`src/rtl/dense_acc_pkg.sv`:
```
//----------------------------------------------------------------------------
// dense_acc_pkg
// Shared types and constant helpers for the dense-layer accumulate/quantise
// stage: state encoding, output range limits, rounding constant and the
// accumulator width legality check.
// Revision: 1.0 - initial release
//----------------------------------------------------------------------------
`default_nettype none

package dense_acc_pkg;

  // Controller states: accumulate beats, round/saturate, hold result
  typedef enum logic [1:0] {
    ST_ACC = 2'd0,
    ST_RND = 2'd1,
    ST_OUT = 2'd2
  } state_e;

  // Largest value representable in a signed field of width w
  function automatic longint out_max_f(input int w);
    return (longint'(1) <<< (w - 1)) - 1;
  endfunction

  // Smallest value representable in a signed field of width w
  function automatic longint out_min_f(input int w);
    return -(longint'(1) <<< (w - 1));
  endfunction

  // Half an output LSB at accumulator scale (round half toward +inf)
  function automatic longint rnd_const_f(input int sh);
    return longint'(1) <<< (sh - 1);
  endfunction

  // The accumulator must hold a full vector of products plus bias without wrap
  function automatic bit acc_width_ok_f(input int accw, input int prodw,
                                        input int nterms);
    return accw >= (prodw + $clog2(nterms) + 1);
  endfunction

endpackage : dense_acc_pkg

`default_nettype wire

```
`src/rtl/dense_acc_round_sat.sv`:
```
//----------------------------------------------------------------------------
// dense_acc_round_sat
// Combinational round (half toward +inf), optional ReLU and saturation of the
// accumulator into the signed output format.
// Revision: 1.0 - initial release
//----------------------------------------------------------------------------
`default_nettype none

module dense_acc_round_sat
  import dense_acc_pkg::*;
#(
  parameter int ACC_WIDTH  = 32,
  parameter int FRAC_SHIFT = 8,
  parameter int OUT_WIDTH  = 16,
  parameter int RELU       = 0
) (
  input  logic [ACC_WIDTH-1:0] acc_i,
  output logic [OUT_WIDTH-1:0] data_o,
  output logic                 sat_o
);

  // One guard bit so adding the rounding constant can never wrap
  localparam logic signed [ACC_WIDTH:0] C_RND = (ACC_WIDTH+1)'(rnd_const_f(FRAC_SHIFT));
  localparam logic signed [ACC_WIDTH:0] C_MAX = (ACC_WIDTH+1)'(out_max_f(OUT_WIDTH));
  localparam logic signed [ACC_WIDTH:0] C_MIN = (ACC_WIDTH+1)'(out_min_f(OUT_WIDTH));

  logic signed [ACC_WIDTH:0] w_sum;
  logic signed [ACC_WIDTH:0] w_r;

  assign w_sum = $signed({acc_i[ACC_WIDTH-1], acc_i}) + C_RND;
  assign w_r   = w_sum >>> FRAC_SHIFT;

  // Select ReLU zero, clip limit or the in-range rounded value
  always_comb begin
    data_o = w_r[OUT_WIDTH-1:0];
    sat_o  = 1'b0;
    if ((RELU != 0) && w_r[ACC_WIDTH]) begin
      data_o = '0;
      sat_o  = 1'b0;
    end else if (w_r > C_MAX) begin
      data_o = C_MAX[OUT_WIDTH-1:0];
      sat_o  = 1'b1;
    end else if (w_r < C_MIN) begin
      data_o = C_MIN[OUT_WIDTH-1:0];
      sat_o  = 1'b1;
    end
  end

endmodule : dense_acc_round_sat

`default_nettype wire

```
`src/rtl/dense_acc_quant.sv`:
```
//----------------------------------------------------------------------------
// dense_acc_quant
// Accumulates N_TERMS signed products plus a bias, then rounds, optionally
// applies ReLU and saturates to the output format. One result per vector is
// offered on a valid/ready port.
// Revision: 1.0 - initial release
//----------------------------------------------------------------------------
`default_nettype none

module dense_acc_quant
  import dense_acc_pkg::*;
#(
  parameter int PROD_WIDTH = 24,
  parameter int BIAS_WIDTH = 16,
  parameter int ACC_WIDTH  = 32,
  parameter int N_TERMS    = 16,
  parameter int FRAC_SHIFT = 8,
  parameter int OUT_WIDTH  = 16,
  parameter int RELU       = 0
) (
  input  logic                  clk,
  input  logic                  reset_n,
  input  logic                  ce,
  input  logic                  prod_valid,
  input  logic [PROD_WIDTH-1:0] prod,
  input  logic                  prod_last,
  input  logic [BIAS_WIDTH-1:0] bias,
  output logic                  in_ready,
  output logic                  out_valid,
  input  logic                  out_ready,
  output logic [OUT_WIDTH-1:0]  out_data,
  output logic                  out_sat,
  output logic                  err_len
);

  localparam int CNT_W = $clog2(N_TERMS + 1);
  localparam logic [CNT_W-1:0] C_LAST_IDX = CNT_W'(N_TERMS - 1);

  // Reject parameter sets where the accumulator could silently wrap
  if (!acc_width_ok_f(ACC_WIDTH, PROD_WIDTH, N_TERMS)) begin : g_acc_width_chk
    $error("dense_acc_quant: ACC_WIDTH too small for PROD_WIDTH and N_TERMS");
  end
  if (FRAC_SHIFT < 1) begin : g_frac_shift_chk
    $error("dense_acc_quant: FRAC_SHIFT must be at least 1");
  end

  state_e               state_q, state_d;
  logic [ACC_WIDTH-1:0] acc_q, acc_d;
  logic [CNT_W-1:0]     cnt_q, cnt_d;
  logic                 valid_q, valid_d;
  logic [OUT_WIDTH-1:0] data_q, data_d;
  logic                 sat_q, sat_d;
  logic                 err_q, err_d;

  logic [ACC_WIDTH-1:0] w_prod_ext;
  logic [ACC_WIDTH-1:0] w_bias_ext;
  logic [OUT_WIDTH-1:0] w_rs_data;
  logic                 w_rs_sat;
  logic                 w_nth_beat;

  assign w_prod_ext = {{(ACC_WIDTH-PROD_WIDTH){prod[PROD_WIDTH-1]}}, prod};
  assign w_bias_ext = {{(ACC_WIDTH-BIAS_WIDTH){bias[BIAS_WIDTH-1]}}, bias};
  assign w_nth_beat = (cnt_q == C_LAST_IDX);

  dense_acc_round_sat #(
    .ACC_WIDTH  (ACC_WIDTH),
    .FRAC_SHIFT (FRAC_SHIFT),
    .OUT_WIDTH  (OUT_WIDTH),
    .RELU       (RELU)
  ) u_round_sat (
    .acc_i  (acc_q),
    .data_o (w_rs_data),
    .sat_o  (w_rs_sat)
  );

  assign in_ready  = (state_q == ST_ACC);
  assign out_valid = valid_q;
  assign out_data  = data_q;
  assign out_sat   = sat_q;
  assign err_len   = err_q;

  // Next-state logic: accumulate beats, capture the quantised result, handshake
  always_comb begin
    state_d = state_q;
    acc_d   = acc_q;
    cnt_d   = cnt_q;
    valid_d = valid_q;
    data_d  = data_q;
    sat_d   = sat_q;
    err_d   = err_q;
    case (state_q)
      ST_ACC: begin
        if (ce && prod_valid) begin
          acc_d = ((cnt_q == '0) ? w_bias_ext : acc_q) + w_prod_ext;
          cnt_d = cnt_q + CNT_W'(1);
          // Early last or a missing last on the final beat both flag a length error
          if (prod_last != w_nth_beat) begin
            err_d = 1'b1;
          end
          if (prod_last || w_nth_beat) begin
            state_d = ST_RND;
          end
        end
      end
      ST_RND: begin
        if (ce) begin
          data_d  = w_rs_data;
          sat_d   = w_rs_sat;
          valid_d = 1'b1;
          state_d = ST_OUT;
        end
      end
      ST_OUT: begin
        if (out_ready) begin
          valid_d = 1'b0;
          cnt_d   = '0;
          state_d = ST_ACC;
        end
      end
      default: begin
        state_d = ST_ACC;
      end
    endcase
  end

  // State and datapath registers; reset drops any partial sum or pending result
  always_ff @(posedge clk or negedge reset_n) begin
    if (!reset_n) begin
      state_q <= ST_ACC;
      acc_q   <= '0;
      cnt_q   <= '0;
      valid_q <= 1'b0;
      data_q  <= '0;
      sat_q   <= 1'b0;
      err_q   <= 1'b0;
    end else begin
      state_q <= state_d;
      acc_q   <= acc_d;
      cnt_q   <= cnt_d;
      valid_q <= valid_d;
      data_q  <= data_d;
      sat_q   <= sat_d;
      err_q   <= err_d;
    end
  end

endmodule : dense_acc_quant

`default_nettype wire

```
`config.mk`:
```
export PLATFORM = sky130hd
export DESIGN_NAME = dense_acc_quant
export DESIGN_NICKNAME = d
export VERILOG_FILES = /design/src/rtl/dense_acc_pkg.sv /design/src/rtl/dense_acc_round_sat.sv /design/src/rtl/dense_acc_quant.sv
export SDC_FILE = /design/constraint.sdc
export NUM_CORES = 1
export LEC_CHECK = 0
export ABC_AREA = 1
export BUFFER_PORTS_ARGS = -buffer_cell sky130_fd_sc_hd__buf_2
export CAP_MARGIN = 25
export CORE_MARGIN = 2
export CORE_UTILIZATION = 45
export CTS_BUF_LIST = sky130_fd_sc_hd__clkbuf_8
export DETAILED_ROUTE_END_ITERATION = 8
export GPL_TIMING_DRIVEN = 0
export PLACE_DENSITY = 0.75
export SYNTH_ARGS = -nofsm -noshare
export SYNTH_HDL_FRONTEND = slang
export SYNTH_SLANG_ARGS = --single-unit
```
`constraint.sdc`:
```
create_clock -name clk -period 6 [get_ports clk]
set_clock_uncertainty 0.2 [all_clocks]
set_input_delay 0.6 -clock clk [delete_from_list [all_inputs] [get_ports clk]]
set_output_delay 0.6 -clock clk [all_outputs]
set_load 0.1 [all_outputs]
```
Yosys cells after proc, flatten, opt, wreduce, memory -nomap -nowiden --
Index checks and enable logic that the tools add are counted.
Storage, ports and cells: bits in latches 0, register bits after elaboration 58, memories kept 0, memory bits (writable) 0, output and inout port bits 20, ROM bits 0, logic and storage cells 48
Cells by class: shift-type cells 0, bitwise operators 0, multiply operators 0, $add $sub $neg 3, eq/ne operators 8, div/mod/pow operators 0, muxes and demuxes 16, order comparisons 2, reductions and logical operators 12
Operators by type and width (number):
- $add A32 B9 Y33 const B | 1
- $add A32 B32 Y32 | 1
- $mux W16 | 2
- $mux W32 | 1
- $gt A25 B16 Y1 const B | 1
- $lt A25 B16 Y1 const B | 1
- $mux W5 | 2
- $pmux W5 S2 | 1
- $reduce_and A3 Y1 | 3
- $mux W2 | 4
- $pmux W2 S3 | 1
- $add A5 B1 Y5 const B | 1
- $eq A5 B4 Y1 const B | 1
- $logic_not A5 Y1 | 1
- $mux W1 | 4
- $ne A2 B1 Y1 const B | 2
- $ne A2 B2 Y1 const B | 2
- $reduce_and A2 Y1 | 2
- $reduce_and A4 Y1 | 1
- $reduce_bool A2 Y1 | 2
- $eq A2 B1 Y1 const B | 1
- $eq A2 B2 Y1 const B | 1
- $logic_not A2 Y1 | 1
- $pmux W1 S2 | 1
- other kinds (3) | 3

Longest topological paths before layout --
depth after elaboration 5, gate-level depth with buffers 22, mapped depth without buffers 21

Hierarchy --
Synthesis repeated with hierarchy kept, for this count alone.
Unflattened totals: cell total of the unflattened synthesis 988, area, all modules 5952.0 um2
By module, submodules not included:
- dense_acc_quant | area an instance 5022.3 um2, times used 1, cells an instance 791, seq. area each 1451.4 um2
- dense_acc_round_sat | area an instance 929.6 um2, times used 1, cells an instance 197, seq. area each 0.0 um2

Worst setup path after synthesis --
OpenSTA, ideal clock, no wires.
kind register to register, start point reg cnt_q[0], end point reg acc_q[20], cell stages (with the launch flop) 21, period minus slack after synthesis 3.275 ns, arrival time 2.957 ns, slack 2.725 ns, cells stage by stage dfrtp_1 -> inv_1 -> ha_1 -> nand2_1 -> nor3_4 -> clkbuf_1 -> nand2_1 -> nand2_1 -> ha_1 -> inv_1 -> fa_1 -> nor3_1 -> nor2_1 -> o21ai_0 -> nand2_1 -> nand2_1 -> nand2_1 -> nand2_1 -> nand2_1 -> nand3_1 -> nand2_1
On the way: word-level cells in the longest chain between the ends 3
Ends and longest elaborated chain:
- from (decl) | RTL line dense_acc_quant.sv:49 | logic [CNT_W-1:0] cnt_q, cnt_d;
- from (signal assigned) | RTL line dense_acc_quant.sv:139 | cnt_q <= cnt_d;
- $logic_not A5 Y1 | RTL line dense_acc_quant.sv:94 | acc_d = ((cnt_q == '0) ? w_bias_ext : acc_q) + w_prod_ext;
- $mux W32 | RTL line dense_acc_quant.sv:94
- $add A32 B32 Y32 | RTL line dense_acc_quant.sv:94
- to (signal assigned) | RTL line dense_acc_quant.sv:130 | acc_q <= '0;
- to (signal assigned) | RTL line dense_acc_quant.sv:138 | acc_q <= acc_d;
- to (decl) | RTL line dense_acc_quant.sv:48 | logic [ACC_WIDTH-1:0] acc_q, acc_d;
No other way between the ends. A chain may end at the register's enable or synchronous reset.

Final worst setup path --
start point reg cnt_q[0], end point reg acc_q[16]
The elaborated chain is that of the path after synthesis.

==> impl_metrics.csv <==
group,metric,value,unit
clocking,h-tree-depth,3,
synthesis,netlist.area_leader.share,26.7,%
setup_path,required,6010,ps
global_route,grt_max_degree,32,
layout,drive_above_1_share,11.7,%
setup_path,endpoint_kind,"register",
synthesis,ys_seq_area_share,26.7,%
layout,stdcell_count,1077,
sta,tightest_slew,671,ps
setup_path,critPathMaxFanout,10,
routing,first_iter_violations,415,
sta,drv_slew,0,
sta,fmax,244,MHz
global_route,grt_pass1_vias,5292,
routing,vias_per_cell,5.23,
layout,fin_nets,1008,
clocking,path_clk_slew,70,ps
sta,slew_headroom,55.3,%
clocking,clkLatencyLatePin,340,ps
global_route,grt_antenna_before_repair,0,
clocking,root_buffer,"clkbuf_8",
routing,drt-total-wl,15.2,mm
floorplanning,die_w,114,um
synthesis,synthMostInstantiatedCell,"nand2_1",
clocking,post_cts_resized,0,
synthesis,synth_common_cells,"nand2_1 (279), inv_1 (95), nor2_1 (77), o21ai_0 (77), dfrtp_1 (58)",
layout,num-fill-cells,1231,
synthesis,synth_top_area_cell,"dfrtp_1",
sta,tns,0,ps
synthesis,netlist_top_cells_area,"dfrtp_1 (27%), nand2_1 (19%), ha_1 (8.3%)",
synthesis,synth_edf_count,0,
status,status,"complete, no violations",
clocking,post_cts_buffers,0,
synthesis,ys_ff_latch,58,
layout,area_growth_syn_to_layout,13.1,%
placed_design,dp.cells,1061,
sta,rsz0062_at_grt,"false",
synthesis,ys_types,40,
setup_path,worstPathArrival,4110,ps
floorplanning,die-area,13000,um2
floorplanning,start_util,45.6,%
floorplanning,die_y,114,um
hold_path,worstHoldPathType,"input port to async pin",
global_route,grt.total_usage,24.6,%
floorplanning,core_area,11900,um2
routing,routedWlPerCell,14.2,um
layout,postLayoutCoreUtil,51.6,%
clocking,cts_inserted_buffers,9,
placed_design,dp_hpwl,12.5,mm
sta,setup_viol,0,
sta,finalHoldViolCount,0,
clocking,clkSinkCount,58,
routing,antenna_left,0,
global_route,grt_overflow,0,
synthesis,yosys_most_used_dff,"dfrtp_1",
clocking,hold_buffers,0,
setup_path,reg2reg_slack,1890,ps
synthesis,synthArstFlopShare,100,%
setup_path,critPathLaunchType,"register",
layout,antenna_cells,0,
synthesis,yosysWarnings,0,
routing,route.vias.total,5635,
global_route,grt_pass1_wl,25.2,mm
placed_design,place_congestion,0.982,
synthesis,syn_area,5430,um2
synthesis,synth_nets,931,
synthesis,synthCells,848,
synthesis,postSynthAreaPerCell,6.41,um2
sta,min_period_over_period,68.4,%
clocking,tritoncts,"done",
floorplanning,io_pins,66,
routing,drc_errors,0,
clocking,clockBufferDepth,2,
placed_design,place.port_buffers,65,
routing,drt-pass1-iter-count,5,
floorplanning,rows,40,
sta,fin_crit,4110,ps
setup_path,path_class,"register to register",
run,max-cap-violations,0,
[metal layers]
| layer | routed length [um] | part of all wire [%] | global-route usage, % |
|---|---|---|---|
| met2 | 6640 | 44 | 39.0 |
| met3 | 858 | 5.6 | 3.29 |
| met5 | 0 | 0 | 0 |
| met1 | 7250 | 48 | 34.0 |
| met4 | 486 | 3.2 | 10.2 |
[cell families after synthesis]
family          synth area share (%)
compound gates                  13.9
xor+xnor                        4.68
fa+ha+maj                       8.66
buf+inv                         8.45
flops                           26.7
simple gates                    37.6
[metrics by stage]
stage                     hold WS, ps  setup slack [ps]  cell area [um2]
final                            70.0              1890             6140
after global routing              121              1470             6140
after CTS                        82.1              1950             6140
after detailed placement          239              1980             5960
after global placement            236              1990             5940
after floorplan                   104              2730             5430
[sequential cells by signal, summed over array words and instances (netlist names)]
| name | cells |
|---|---|
| out_valid | 1 |
| err_len | 1 |
| out_sat | 1 |
| cnt_q | 5 |
| state_q | 2 |
| out_data | 16 |
| acc_q | 32 |
[final timing paths]
kind,from,end,cells after the start
max in group asynchronous,reset_n,out_valid,2
max reg2reg,cnt_q[0],acc_q[16],17
min in group clk,out_ready,state_q[1],2
max,cnt_q[0],acc_q[16],17
min,reset_n,acc_q[2],1
min reg2reg,err_len,err_len,1
[critical path, cell delays in order (launching register included)]
cell      delay (ps)
dfrtp_1          410
inv_1            100
ha_1             150
nand2_1           80
nor3_4           330
clkbuf_1         360
nand2_1           90
nand2_1           80
ha_1             210
inv_1            100
fa_1             460
nor3_1           260
nor2_1           110
o21ai_0          410
nand2_1          100
nand2_1          120
xor2_1           260
o21ai_0          110
[cells in the final DEF, fill, tap and decap left out, types with 3 or more instances in the layout]
cell	n
nor3_1	11
buf_2	65
nand4_1	10
nor3_2	3
o31ai_1	3
nor2_1	77
inv_1	97
nor2_2	3
a21o_1	4
clkbuf_1	15
or2_2	3
o21bai_1	4
nand2_2	7
nand3_1	52
dfrtp_1	58
nand2_1	279
nand3b_1	8
a21oi_1	43
o21ai_0	77
clkbuf_8	12
xor2_1	17
ha_1	36
nor2_4	5
xnor2_1	12
a31oi_1	3
[layout make-up]
cell class	count	area (um2)	share of cell area (%)
sequential	58	1450	23.6
buffer	18	98.8	1.61
tap	147	184	2.99
multi-input combinational	676	3520	57.3
clock buffer	12	165	2.69
timing repair buffer	66	345	5.62
clock inverter	4	17.5	0.285
inverter	96	360	5.86
Power is left out: the tool's default activity adds up to more than one toggle a clock period on the data nets, which glitch-free logic cannot reach.
